===== config.mk =====
export PLATFORM = sky130hd
export DESIGN_NAME = cdce62002_spi_writer
export DESIGN_NICKNAME = d
export VERILOG_FILES = /design/src/rtl/cdce62002_spi_writer_pkg.sv /design/src/rtl/cdce62002_spi_writer_phase_timer.sv /design/src/rtl/cdce62002_spi_writer.sv
export SDC_FILE = /design/constraint.sdc
export NUM_CORES = 1
export LEC_CHECK = 0
export BUFFER_PORTS_ARGS = -buffer_cell sky130_fd_sc_hd__buf_2
export CAP_MARGIN = 20
export CORE_UTILIZATION = 53
export CTS_BUF_LIST = sky130_fd_sc_hd__clkbuf_16
export DETAILED_ROUTE_END_ITERATION = 8
export GPL_TIMING_DRIVEN = 0
export PLACE_DENSITY_LB_ADDON = 0.3
export SLEW_MARGIN = 20
export SYNTH_ARGS = -nofsm -noshare
export SYNTH_HDL_FRONTEND = slang
export SYNTH_SLANG_ARGS = --single-unit

===== constraint.sdc =====
create_clock -name sysclk -period 3 [get_ports sysclk]
set_input_delay 0.6 -clock sysclk [delete_from_list [all_inputs] [get_ports sysclk]]
set_output_delay 0.6 -clock sysclk [all_outputs]
set_load 0.03 [all_outputs]

===== src/rtl/cdce62002_spi_writer_pkg.sv =====
// Shared constants for the CDCE62002 SPI register writer: word layout, register
// addresses, default register images and the writer FSM state type.
package cdce62002_pkg;

  localparam int unsigned WORD_W    = 32;
  localparam int unsigned ADDR_W    = 4;
  localparam int unsigned BIT_CNT_W = 5;
  localparam int unsigned PHASE_W   = 8;

  localparam logic [ADDR_W-1:0] REG0_ADDR = 4'h0;
  localparam logic [ADDR_W-1:0] REG1_ADDR = 4'h1;
  localparam logic [ADDR_W-1:0] REG2_ADDR = 4'h2;
  localparam logic [ADDR_W-1:0] READ_CMD  = 4'hE;

  // Power-up images; the low nibble of each image is its own register address.
  localparam logic [WORD_W-1:0] REG0_DEFAULT = 32'h8184_0320;
  localparam logic [WORD_W-1:0] REG1_DEFAULT = 32'h6886_0321;
  localparam logic [WORD_W-1:0] REG2_DEFAULT = 32'h0000_05F2;

  typedef enum logic [2:0] {
    IDLE,
    SETUP,
    SHIFT_HI,
    SHIFT_LO,
    GAP
  } state_e;

  function automatic logic [WORD_W-1:0] make_word(input logic [WORD_W-ADDR_W-1:0] payload,
                                                  input logic [ADDR_W-1:0]        addr);
    return {payload, addr};
  endfunction

endpackage


===== src/rtl/cdce62002_spi_writer_phase_timer.sv =====
// Reloadable down-counter that paces every FSM state; tc_o is high while the
// count sits at zero, i.e. on the last cycle of the current state.
module spi_phase_timer
  import cdce62002_pkg::*;
(
  input  logic               clk_i,
  input  logic               rst_ni,
  input  logic               reload_i,
  input  logic [PHASE_W-1:0] reload_val_i,
  output logic               tc_o
);

  logic [PHASE_W-1:0] cnt_q;
  logic [PHASE_W-1:0] cnt_d;

  always_comb begin
    cnt_d = cnt_q;
    if (reload_i) begin
      cnt_d = reload_val_i;
    end else if (cnt_q != '0) begin
      cnt_d = cnt_q - 1'b1;
    end
  end

  always_ff @(posedge clk_i or negedge rst_ni) begin
    if (!rst_ni) begin
      cnt_q <= '0;
    end else begin
      cnt_q <= cnt_d;
    end
  end

  assign tc_o = (cnt_q == '0);

endmodule


===== src/rtl/cdce62002_spi_writer.sv =====
// Serialises one 32-bit CDCE62002 word LSB first and latches it with a rising
// spi_cs_INV. Optional MISO capture is enabled by defining PLL_SPI_READBACK_EN.
module cdce62002_spi_writer
  import cdce62002_pkg::*;
#(
  parameter int unsigned CLK_DIV = 4,
  parameter int unsigned CS_GAP  = 8
) (
  input  logic              sysclk,
  input  logic              reset_INV,
  input  logic              start,
  input  logic [WORD_W-1:0] wr_data,
  output logic              busy,
  output logic              done,
  output logic              spi_clk,
  output logic              spi_mosi,
  output logic              spi_cs_INV,
  input  logic              spi_miso,
  output logic [WORD_W-1:0] rd_data
);

  localparam logic [PHASE_W-1:0] DIV_RELOAD = PHASE_W'(CLK_DIV - 1);
  localparam logic [PHASE_W-1:0] GAP_RELOAD = PHASE_W'(CS_GAP - 1);
  localparam logic [BIT_CNT_W-1:0] LAST_BIT = BIT_CNT_W'(WORD_W - 1);

  state_e               state_q, state_d;
  logic [BIT_CNT_W-1:0] bit_cnt_q, bit_cnt_d;
  logic [WORD_W-1:0]    shift_q, shift_d;
  logic                 done_q, done_d;

  logic                 phase_tc;
  logic                 phase_reload;
  logic [PHASE_W-1:0]   phase_reload_val;

  // Every state change restarts the phase count, so each state owns a full period.
  assign phase_reload     = (state_d != state_q);
  assign phase_reload_val = (state_d == GAP) ? GAP_RELOAD : DIV_RELOAD;

  spi_phase_timer u_phase_timer (
    .clk_i        (sysclk),
    .rst_ni       (reset_INV),
    .reload_i     (phase_reload),
    .reload_val_i (phase_reload_val),
    .tc_o         (phase_tc)
  );

  always_comb begin
    state_d   = state_q;
    bit_cnt_d = bit_cnt_q;
    shift_d   = shift_q;
    done_d    = 1'b0;

    unique case (state_q)
      IDLE: begin
        if (start) begin
          shift_d   = wr_data;
          bit_cnt_d = '0;
          state_d   = SETUP;
        end
      end
      SETUP: begin
        if (phase_tc) state_d = SHIFT_HI;
      end
      SHIFT_HI: begin
        // Advancing the data on the falling spi_clk keeps MOSI stable across the rise.
        if (phase_tc) begin
          shift_d = {1'b0, shift_q[WORD_W-1:1]};
          state_d = SHIFT_LO;
        end
      end
      SHIFT_LO: begin
        if (phase_tc) begin
          if (bit_cnt_q == LAST_BIT) begin
            state_d = GAP;
          end else begin
            bit_cnt_d = bit_cnt_q + 1'b1;
            state_d   = SHIFT_HI;
          end
        end
      end
      GAP: begin
        if (phase_tc) begin
          state_d = IDLE;
          done_d  = 1'b1;
        end
      end
      default: state_d = IDLE;
    endcase
  end

  always_ff @(posedge sysclk or negedge reset_INV) begin
    if (!reset_INV) begin
      state_q   <= IDLE;
      bit_cnt_q <= '0;
      shift_q   <= '0;
      done_q    <= 1'b0;
    end else begin
      state_q   <= state_d;
      bit_cnt_q <= bit_cnt_d;
      shift_q   <= shift_d;
      done_q    <= done_d;
    end
  end

  assign busy       = (state_q != IDLE);
  assign done       = done_q;
  assign spi_clk    = (state_q == SHIFT_HI);
  assign spi_cs_INV = !((state_q == SETUP) || (state_q == SHIFT_HI) || (state_q == SHIFT_LO));
  assign spi_mosi   = spi_cs_INV ? 1'b0 : shift_q[0];

`ifdef PLL_SPI_READBACK_EN
  logic [WORD_W-1:0] cap_q, cap_d;
  logic [WORD_W-1:0] rd_q, rd_d;

  // MISO is taken at the end of the high phase; the word is published with done.
  always_comb begin
    cap_d = cap_q;
    rd_d  = rd_q;
    if ((state_q == SHIFT_HI) && phase_tc) cap_d = {spi_miso, cap_q[WORD_W-1:1]};
    if ((state_q == GAP) && phase_tc)      rd_d  = cap_q;
  end

  always_ff @(posedge sysclk or negedge reset_INV) begin
    if (!reset_INV) begin
      cap_q <= '0;
      rd_q  <= '0;
    end else begin
      cap_q <= cap_d;
      rd_q  <= rd_d;
    end
  end

  assign rd_data = rd_q;
`else
  logic unused_miso;
  assign unused_miso = spi_miso;
  assign rd_data     = '0;
`endif

endmodule

==> summary.txt <==
wire length per cell: 12.6 um
Worst Path Required: 2.40 ns
setup violators final: 0
PortBufs: 39
final hold vios: 0
TNS Setup: 0 ns
Leakage: 1.62 nW
number of buffers created by CTS: 5
I/O pins: 73
WL final: 5430 um
Post-synth EDFFs: 0
CP dominant cell by count: buf_2
most frequent cells in the layout: 49 x dfrtp_1, 43 x buf_2, 37 x buf_4
Vias/cell: 4.83
Residual DRC: 0
Cell Rows: 26
critical-path cell list: buf_2, nor3b_1, buf_4, buf_2, buf_2
gr ovfl total: 0
CP delay by family, top: buffers and inverters
Worst R2R Start: u_phase_timer.cnt_q[0]$_DFFE_PN0P_
Most used DFF post-synth: dfrtp_1
crit-path max cell delay: 0.42 ns
layout cell share with drive strength beyond 1: 40.8%
Post-CTS Resized: 0
Setup Fix Bufs, Post-CTS: 0
nets@finish: 399
post-synthesis async set-or-reset flop share: 100%
max-slew violations: 0
CP max FO: 10
Clock power frac: 20.6%
Mapped Area: 0.00296 mm2
clock buffer depth: 2
R2R Setup Slk: 0.94 ns
Die ar.: 0.00588 mm2
hold_buf cts: 0
CP bufs+invs: 4
Worst path depth: 5
area of the core: 0.00524 mm2
via count: 2076
Die W: 76.7 um
Power Internal: 1.92 mW
Worst slew margin: 58.3%
initial core utilization: 56.5%
CTS H-tree depth: 2
Worst Reg-to-Reg Cells: 6
largest net degree at the start of global routing: 50
flop and latch count out of synthesis: 49
First-pass DRT Iterations: 4
fraction of the yosys area taken by sequential cells: 41.5%
Pwr Density: 881 mW/mm2
WS Path Type: register to primary output
Die Y: 76.7 um
DRT iter0 DRCs: 110
post-synth top area cell: dfrtp_1
Worst EP arrival: 1.87 ns
Critical Path End: spi_clk
clk_skew: 0.00453 ns
vias in the first global route: 1919
Sink Count: 49
Clock transition at path regs: 0.06 ns
worst vdd ir: 0.499 mV
top cell type's share of synthesized area: 41.5%
Comb pwr share: 42.3%
Synth area leaders: dfrtp_1 41%, mux2i_1 12%, buf_4 9.1%, a21oi_2 8.3%, nor2_2 3.8%
Worst path slowest cell: dfrtp_1
Post-DP HPWL: 3850 um
Post-Synthesis Cells: 282
Worst R2R End: bit_cnt_q[1]$_DFFE_PN0P_
result of the run: finished clean
Area Overhead vs Synth: 19.2%
Critical Path Sink Type: primary output
measured slew at the worst slew-check pin: 0.625 ns
Antenna diodes: 0
Final Core Density: 67.3%
Total GRT Usage: 19.3%
first-pass GRT wire length: 8870 um
Min-Delay Path Class: input port to async pin
fmax: 0.406 GHz
Final Critical Period: 2.47 ns
worst skew pair latency: 0.29 ns
crit path from: state_q[0]$_DFF_PN0_
initial antenna violation count: 0
Max-Cap Viols: 0
fin crit share: 82.2%
post-route ant nets: 0
gpl congestion: 0.794
count of cell types in the netlist: 40
yosys warns: 0
Seq pwr share: 37.1%
clock root buffer master: clkbuf_16
Setup crit start kind: register
RSZ-0062 raised after global routing: no
commonest non-fill, non-tap cell in the layout: dfrtp_1
Post-Syn Area per Cell: 10.5 um2
Switch Pwr: 1.19 mW
CTS tree: done
Net Sw Frac: 38.2%
## power groups by stage
stage | Clock [mW] | Sequential (mW) | Combinational [mW]
finish | 0.641 | 1.15 | 1.31
global route | 0.672 | 1.18 | 1.44
CTS | 0.655 | 1.15 | 1.32
detailed placement | 0 | 1.16 | 1.32
global placement | 0 | 1.14 | 1.27
floorplan | 0 | 1.11 | 1.10
## worst min path at each step
stage,startpoint,end
3_5_place_dp,shift_q[12]$_DFFE_PN0P_,shift_q[12]$_DFFE_PN0P_
6_report,reset_INV,state_q[2]$_DFF_PN0_
4_1_cts,shift_q[11]$_DFFE_PN0P_,shift_q[11]$_DFFE_PN0P_
2_1_floorplan,reset_INV,bit_cnt_q[0]$_DFFE_PN0P_
5_1_grt,reset_INV,state_q[2]$_DFF_PN0_
3_3_place_gp,shift_q[11]$_DFFE_PN0P_,shift_q[11]$_DFFE_PN0P_
## layer usage
metal / GRT usage, % / vias up / share of wire (%)
met1: 25.2 / 958 / 46
met5: 0 / - / 0
met2: 31.3 / 59 / 48
met4: 7.50 / 0 / 1.3
met3: 4.17 / 4 / 5.3
li1: - / 1055 / -
## cell usage after synthesis, types with 4 or more instances
| master | instances |
|---|---|
| o21ai_0 | 5 |
| ha_1 | 4 |
| nor3b_1 | 4 |
| nor2_1 | 26 |
| mux2i_1 | 34 |
| buf_4 | 36 |
| nor2_2 | 18 |
| nand2_1 | 11 |
| a21oi_2 | 28 |
| dfrtp_1 | 49 |
| or3_1 | 4 |
| inv_1 | 8 |
| buf_2 | 5 |
| a21oi_1 | 8 |
## logic make-up after synthesis
| logic type | after synthesis | synth area share (%) |
|---|---|---|
| simple gates | 82 | 16.0 |
| buf+inv | 56 | 13.8 |
| compound gates | 53 | 14.5 |
| flops | 49 | 41.5 |
| mux | 34 | 11.5 |
| fa+ha+maj | 4 | 1.69 |
| xor+xnor | 3 | 0.889 |
| other cells | 1 | 0.127 |
## flip-flops by register name, indices dropped and copies added (netlist names)
signal and cells:
bit_cnt_q 5, done 1, shift_q 32, state_q 3, u_phase_timer.cnt_q 8
## final cells by class
cell class,count,area [um2]
multi-input cells,208,1440
clock buffers,5,125
well taps,70,87.6
repair buffers,39,198
fillers,444,1710
inverters,8,30.0
flip-flops and latches,49,1230
clock inverters,3,41.3
plain buffers,48,378
## stage by stage
step	hold WS, ns	total power [mW]	setup WS, ns	std cells	area, um2
2_1_floorplan	0.304	2.21	0.751	313	3070
3_3_place_gp	0.498	2.42	0.914	422	3360
3_5_place_dp	0.508	2.48	0.912	422	3360
4_1_cts	0.522	3.13	0.530	430	3520
5_1_grt	0.384	3.29	0.469	430	3520
6_report	0.317	3.11	0.534	430	3520
Power figures use the tool's default switching activity.
